`src/rtl/add_result_collector.sv`:
```
// Frame collector for CLA adder results.
// Sums NSAMP {cout,sum} words and counts carries per frame.
module add_result_collector #(
  parameter int NSAMP = 4
) (
  input  logic        CLK,
  input  logic        RESETn,
  input  logic        clr,
  input  logic [31:0] sum,
  input  logic        cout,
  input  logic        in_valid,
  output logic        in_ready,
  output logic        out_valid,
  input  logic        out_ready,
  output logic [39:0] acc_out,
  output logic [7:0]  cout_cnt
);

  typedef enum logic [1:0] {
    IDLE  = 2'd0,
    ACCUM = 2'd1,
    DONE  = 2'd2
  } state_t;

  localparam logic [7:0] LAST = 8'(NSAMP - 1);

  state_t      state;
  state_t      state_n;
  logic [39:0] acc;
  logic [7:0]  count;
  logic [7:0]  ccnt;
  logic        xfer;
  logic [39:0] val;

  assign xfer = in_valid & in_ready;
  assign val  = {7'd0, cout, sum};

  // State register
  always_ff @(posedge CLK or negedge RESETn) begin
    if (!RESETn) state <= IDLE;
    else         state <= state_n;
  end

  // Next-state decode; clr overrides every other event
  always_comb begin
    state_n = state;
    if (clr) begin
      state_n = IDLE;
    end else begin
      unique case (state)
        IDLE:  if (xfer) state_n = ACCUM;
        ACCUM: if (xfer && count == LAST) state_n = DONE;
        DONE:  if (out_ready) state_n = IDLE;
        default: state_n = IDLE;
      endcase
    end
  end

  // Handshake outputs depend on state only
  always_comb begin
    in_ready  = 1'b1;
    out_valid = 1'b0;
    unique case (1'b1)
      (state == DONE): begin
        in_ready  = 1'b0;
        out_valid = 1'b1;
      end
      default: begin
        in_ready  = 1'b1;
        out_valid = 1'b0;
      end
    endcase
  end

  // Accumulator, sample counter and carry counter
  always_ff @(posedge CLK or negedge RESETn) begin
    if (!RESETn) begin
      acc   <= '0;
      count <= '0;
      ccnt  <= '0;
    end else if (clr) begin
      acc   <= '0;
      count <= '0;
      ccnt  <= '0;
    end else if (xfer) begin
      if (state == IDLE) begin
        acc   <= val;
        count <= 8'd1;
        ccnt  <= {7'd0, cout};
      end else begin
        acc   <= acc + val;
        count <= count + 8'd1;
        ccnt  <= ccnt + {7'd0, cout};
      end
    end
  end

  assign acc_out  = acc;
  assign cout_cnt = ccnt;

endmodule

```
`config.mk`:
```
export PLATFORM = sky130hd
export DESIGN_NAME = add_result_collector
export DESIGN_NICKNAME = d
export VERILOG_FILES = /design/src/rtl/add_result_collector.sv
export SDC_FILE = /design/constraint.sdc
export NUM_CORES = 1
export LEC_CHECK = 0
export CAP_MARGIN = 20
export CELL_PAD_IN_SITES_DETAIL_PLACEMENT = 0
export CELL_PAD_IN_SITES_GLOBAL_PLACEMENT = 1
export CORE_ASPECT_RATIO = 1.1
export CORE_MARGIN = 2
export CORE_UTILIZATION = 42
export DETAILED_ROUTE_END_ITERATION = 8
export HOLD_SLACK_MARGIN = 0.05
export PLACE_DENSITY = 0.92
export SLEW_MARGIN = 15
export SYNTH_ARGS = -nofsm -noshare
export SYNTH_HDL_FRONTEND = slang
export SYNTH_SLANG_ARGS = --single-unit
```
`constraint.sdc`:
```
create_clock -name CLK -period 6.17 [get_ports CLK]
set_input_delay 0.9255 -clock CLK [delete_from_list [all_inputs] [get_ports CLK]]
set_output_delay 0.9255 -clock CLK [all_outputs]
set_load 0.03 [all_outputs]
```
==> results of run 1 <==
## kinds of logic after synthesis
kind of cell	Yosys count	synth area share [%]
multiplexers	4	0.884
XOR/XNOR	31	5.99
flip-flops	58	32.0
adder cells (fa/ha/maj)	37	10.4
AND/OR/NAND/NOR	152	15.6
AO/OA/AOI/OAI	222	30.8
buffers and inverters	48	4.28
## flip-flops by register name, indices dropped and copies added, names as in the netlist
name	count
acc_out	40
count	8
cout_cnt	8
state	2
## layout make-up
| cell class | instances | area share, % |
|---|---|---|
| Inverter | 16 | 1.03 |
| Sequential cell | 58 | 25.0 |
| Multi-Input combinational cell | 446 | 49.9 |
| Tap cell | 143 | 3.08 |
| Timing Repair Buffer | 91 | 15.4 |
| Clock buffer | 10 | 4.11 |
| Clock inverter | 6 | 1.55 |
## synth_stat cells, drive strengths merged, types with 3 or more instances
cell type  number
o21ai          86
dfrtp          58
nand2          58
a21oi          52
nor2           38
ha             36
clkbuf         20
xnor2          18
a22oi          17
inv            16
nand4          13
xor2           13
buf            12
a31oi          10
nand3          10
a21o            9
nor3            8
o31ai           8
and3            7
nand2b          5
a22o            4
mux2i           4
nor2b           4
o211ai          4
o21bai          4
a211oi          3
o21a            3
or3             3
## layout by cell type, fill, tap and decap left out, types with 4 or more instances in the layout
cell type	count
o21ai_1	13
a22oi_1	17
xnor2_1	18
nor2_1	37
and3_1	7
nand2_1	57
clkbuf_16	9
nand2b_1	5
o31ai_1	8
ha_1	36
nand4_1	13
buf_4	4
a21oi_1	51
mux2i_1	4
a21o_1	9
inv_1	16
nor3_1	7
xor2_1	13
clkdlybuf4s50_1	86
a31oi_1	10
o21bai_1	4
dfrtp_1	58
a22o_1	4
nand3_1	10
o21ai_0	73
## routing by layer
metal | track usage (%) | vias up | part of all wire [%]
met5 | 0 | - | 0
met2 | 34.6 | 125 | 47
met3 | 5.50 | 25 | 5.2
met1 | 30.3 | 2108 | 45
met4 | 8.16 | 0 | 2.4
li1 | - | 2179 | -
## worst max-delay path: stages
cell	delay (ns)
clkdlybuf4s50_1	0.48
ha_1	0.17
inv_1	0.06
fa_1	0.41
nor2b_4	0.14
o31a_1	0.20
o22ai_2	0.12
a31oi_1	0.36
a21oi_1	0.18
o21ai_1	0.36
a21oi_1	0.13
o21ai_0	0.18
o31ai_1	0.10
## power by group through the flow
stage,registers [mW],logic [mW],clock network [mW]
final,0.456,0.692,0.554
after global routing,0.462,0.757,0.582
after floorplan,0.525,0.411,0
after CTS,0.456,0.690,0.561
after detailed placement,0.462,0.684,0
after global placement,0.460,0.679,0
## path summary, 6_finish.rpt
path	from	end	slack [ns]	cells past startpoint
min in group asynchronous	RESETn	acc_out[6]	0.76	2
worst min register to register	acc_out[39]	acc_out[39]	0.49	1
worst max-delay path	sum[0]	acc_out[38]	2.54	13
worst max register to register	acc_out[0]	acc_out[38]	3.25	12
max in group asynchronous	RESETn	acc_out[26]	4.92	2
worst min-delay path	acc_out[39]	acc_out[39]	0.49	1
## per-stage QoR
| stage | cell area, um2 | cells | hold WS (ns) | setup WS, ns | util (%) |
|---|---|---|---|---|---|
| detailed placement | 5490 | 754 | 0.489 | 2.19 | 52.5 |
| floorplan | 4530 | 552 | 0.468 | 3.04 | - |
| global placement | 5480 | 753 | 0.467 | 2.32 | 52.5 |
| global route | 5810 | 770 | 0.505 | 2.19 | 55.7 |
| finish | 5810 | 770 | 0.492 | 2.54 | 55.7 |
| CTS | 5810 | 770 | 0.498 | 2.53 | 55.7 |
==> flow_metrics.tcl, run 1 <==
set metrics [dict create \
    post-dp-hpwl_um 8990 \
    via_count 4437 \
    yosysUniqueCellTypes 60 \
    rows 39 \
    crit_type "primary input to flop" \
    grt_pass1_wl_um 21000 \
    p_sw_mw 0.638 \
    die_x_um 103 \
    synth_async_sr_flop_share_pct 100 \
    switching_share_pct 37.5 \
    ir_drop_mv 0.153 \
    outcome "complete, no violations" \
    multi_input_area_mm2 0.00290 \
    period_minus_slack_ns 3.63 \
    synthCells 552 \
    finalMaxSlewViolations 0 \
    clockBufferDepth 2 \
    drt_iter0_markers 226 \
    pin_count 88 \
    cts-root-buf "clkbuf_16" \
    grt-ovfl-total 0 \
    min_path_type "flop to flop" \
    post_cts_resized 0 \
    io_buffers 87 \
    insertion_delay_ns 0.33 \
    start_util_pct 43.4 \
    grt_max_degree 59 \
    power_density_mw_per_mm2 293 \
    yosysTopAreaCellShare_pct 32.0 \
    tightest_slew_ns 0.911 \
    yosysSeqAreaShare_pct 32.0 \
    avgViaCountPerCell 5.76 \
    leakage_nw 2.50 \
    finClkSkew_ns 0.00446 \
    core_area_mm2 0.0104 \
    dieArea_mm2 0.0116 \
    p_total_mw 1.70 \
    numCtsBuffers 9 \
    setup-violations-final 0 \
    ff_latch_area_mm2 0.00145 \
    gp_congestion 0.898 \
    first_pass_iters 5 \
    nets 697 \
    yosysWarnings 0 \
    cts_hold_buf 0 \
    areaGrowthSynthToFinish_pct 28.3 \
    cts_num_sinks 58 \
    endpoint_kind "flop" \
    fillers 1006 \
    cts_tree "built" \
    arrival_ns 3.82 \
    synth_area_mm2 0.00453 \
    p_int_mw 1.06 \
    min_period_over_period_pct 58.9 \
    grt_pass1_vias 4385 \
    drc 0 \
    synth-edff-count 0 \
    synth_top_cell_by_area "dfrtp_1" \
    clkTransAtPathRegs_ns 0.06 \
    synth_fp_nets 627 \
    grt_util_all_layers_pct 22.4 \
    clock_power_share_pct 32.5 \
    synth.area.top_cells "dfrtp_1 32%, ha_1 9.9%, o21ai_0 8.1%, a21oi_1 5.7%, nand2_1 4.7%" \
    path_max_fanout 6 \
    startpoint_type "primary input" \
    rsz0062_at_grt "no" \
    synth.avg_cell_area_um2 8.21 \
    slew_headroom_pct 39.1 \
    cap_violations 0 \
    timing.fmax_ghz 0.275 \
    fin_setup_tns_ns 0 \
    hold_violations 0 \
    detail-route-antenna-nets 0 \
    yosys_most_used_dff "dfrtp_1" \
    routedWlPerCell_um 16.1 \
    ys_ff_latch 58 \
    antenna_found_initial 0 \
    htreeDepth 3 \
    seq_power_share_pct 26.8 \
    required_ns 6.35 \
    drive_above_1_share_pct 5.74 \
    postCtsSetupBuffers 0 \
    wl_um 12400 \
    die_h_um 113 \
    share_comb_of_total_power_pct 40.7 \
    antennaDiodeCount 0 \
]
(Power assumes the default switching activity.)
==> run 2: changes to the inputs <==
--- a/config.mk
+++ b/config.mk
@@ -10,10 +10,10 @@
 export CELL_PAD_IN_SITES_GLOBAL_PLACEMENT = 1
 export CORE_ASPECT_RATIO = 1.1
 export CORE_MARGIN = 2
-export CORE_UTILIZATION = 42
+export CORE_UTILIZATION = 39
 export DETAILED_ROUTE_END_ITERATION = 8
 export HOLD_SLACK_MARGIN = 0.05
-export PLACE_DENSITY = 0.92
+export PLACE_DENSITY = 0.87
 export SLEW_MARGIN = 15
 export SYNTH_ARGS = -nofsm -noshare
 export SYNTH_HDL_FRONTEND = slang
==> constraint.sdc (replaced) <==
create_clock -name CLK -period 3.7 [get_ports CLK]
set_input_delay 0.555 -clock CLK [delete_from_list [all_inputs] [get_ports CLK]]
set_output_delay 0.555 -clock CLK [all_outputs]
set_load 0.03 [all_outputs]
==> flow_metrics.tcl, run 2 (synthesized netlist as in run 1, its figures left out) <==
set metrics [dict create \
    outcome "complete, no violations" \
    min_path_type "primary input to async pin" \
    grt-ovfl-total 0 \
    grt_pass1_wl_um 20500 \
    grt_util_all_layers_pct 20.8 \
    arrival_ns 3.45 \
    final_common_cell "clkdlybuf4s50_1" \
    finClkSkew_ns 0.00824 \
    dpl-instance-area_mm2 0.00551 \
    clkTransAtPathRegs_ns 0.05 \
    startpoint_type "primary input" \
    post_cts_resized 0 \
    antenna_found_initial 0 \
    htreeDepth 3 \
    hold_slack_ns 0.328 \
    insertion_delay_ns 0.34 \
    via_count 4447 \
    ir_drop_mv 0.210 \
    largest_register_ffs 40 \
    drive_above_1_share_pct 5.88 \
    period_minus_slack_ns 3.27 \
    hold_violations 0 \
    required_ns 3.88 \
    post-dp-hpwl_um 9130 \
    nets 699 \
    rows 41 \
    pin_count 88 \
    tightest_slew_ns 0.894 \
    cts_hold_buf 0 \
    grt_util_met3_pct 4.10 \
    drc 0 \
    rsz0062_at_grt "no" \
    finalMaxSlewViolations 0 \
    die_h_um 117 \
    p_total_mw 2.98 \
    setup-violations-final 0 \
    layout_common_cells "86 x clkdlybuf4s50_1, 73 x o21ai_0, 58 x dfrtp_1, 57 x nand2_1, 51 x a21oi_1" \
    endpoint_kind "flop" \
    drt_iter0_markers 234 \
    dieArea_mm2 0.0125 \
    detail-route-antenna-nets 0 \
    postCtsSetupBuffers 0 \
    finalNonFillerCells 779 \
    crit_type "primary input to flop" \
    fillers 1080 \
    met2_usage_pct 34.4 \
    avgViaCountPerCell 5.71 \
    areaGrowthSynthToFinish_pct 29.7 \
    clockBufferDepth 2 \
    numCtsBuffers 9 \
    first_pass_iters 5 \
    path_max_fanout 6 \
    cts_tree "built" \
    busiest_layer "met2" \
    grt_max_degree 56 \
    routedWlPerCell_um 16.2 \
    grt_pass1_vias 4268 \
    cts-root-buf "clkbuf_16" \
    die_x_um 107 \
    fin_setup_tns_ns 0 \
    wl_um 12600 \
    cts_num_sinks 58 \
    cap_violations 0 \
    slew_headroom_pct 40.2 \
    dp.cells 763 \
    antennaDiodeCount 0 \
    core_area_mm2 0.0114 \
    grt_util_met1_pct 26.5 \
    gp_congestion 0.873 \
    fin_area_mm2 0.00588 \
    io_buffers 87 \
    min_period_over_period_pct 88.4 \
    timing.fmax_ghz 0.306 \
    power_density_mw_per_mm2 506 \
    leakage_nw 2.53 \
    start_util_pct 39.8 \
]
==> run 2: changes by cell type in the layout (fill, tap and decap cells not counted), sizes merged <==
cell      previous run  this run
buf                  5         7
bufinv               2         4
clkinv               3         1
clkbuf              10        11
clkinvlp             1         0
==> run 2: worst paths after layout <==
path	start	endpoint	slack [ns]	cells past startpoint
worst max-delay path	sum[0]	acc_out[36]	0.43	13
worst min-delay path	RESETn	acc_out[0]	0.33	1
worst max register to register	acc_out[0]	acc_out[36]	0.75	12
worst min register to register	acc_out[39]	acc_out[39]	0.47	1
max in group asynchronous	RESETn	acc_out[30]	2.51	2
min in group CLK	acc_out[39]	acc_out[39]	0.47	1
==> run 2: through the flow <==
stage	util [%]	setup WS [ns]
after floorplan	-	0.914
final	51.6	0.427
after detailed placement	48.4	0.0879
after CTS	51.6	0.434
after global routing	51.6	0.189
after global placement	48.4	0.182
==> run 2: layout make-up <==
class / count / area (um2) / area share (%)
inverter: 16 / 60.1 / 1.02
multi-input combinational: 446 / 2900 / 49.3
clock buffer: 11 / 243 / 4.13
timing repair buffer: 93 / 911 / 15.5
tap: 150 / 188 / 3.19
sequential: 58 / 1450 / 24.7
clock inverter: 5 / 125 / 2.13
==> run 2: power by group <==
group	internal, mW	total, mW	switching [mW]	leakage [nW]
sequential	0.699	0.762	0.0628	0.785
combinational	0.472	1.16	0.690	1.57
clock	0.743	1.05	0.308	0.180
total	1.91	2.98	1.06	2.53
==> run 2: layer usage <==
layer	up-vias	part of all wire, %
li1	2187	-
met1	2098	45
met2	134	48
met3	28	5.0
met4	0	2.4
met5	-	0
==> run 2: critical path, stage by stage <==
cell             delay, ns
clkdlybuf4s50_1       0.48
ha_1                  0.17
inv_1                 0.06
fa_1                  0.41
nor2b_4               0.14
o31a_1                0.20
o22ai_2               0.12
a31oi_1               0.35
a21oi_1               0.19
o21ai_1               0.38
a21oi_1               0.13
o21ai_0               0.15
o31ai_1               0.10
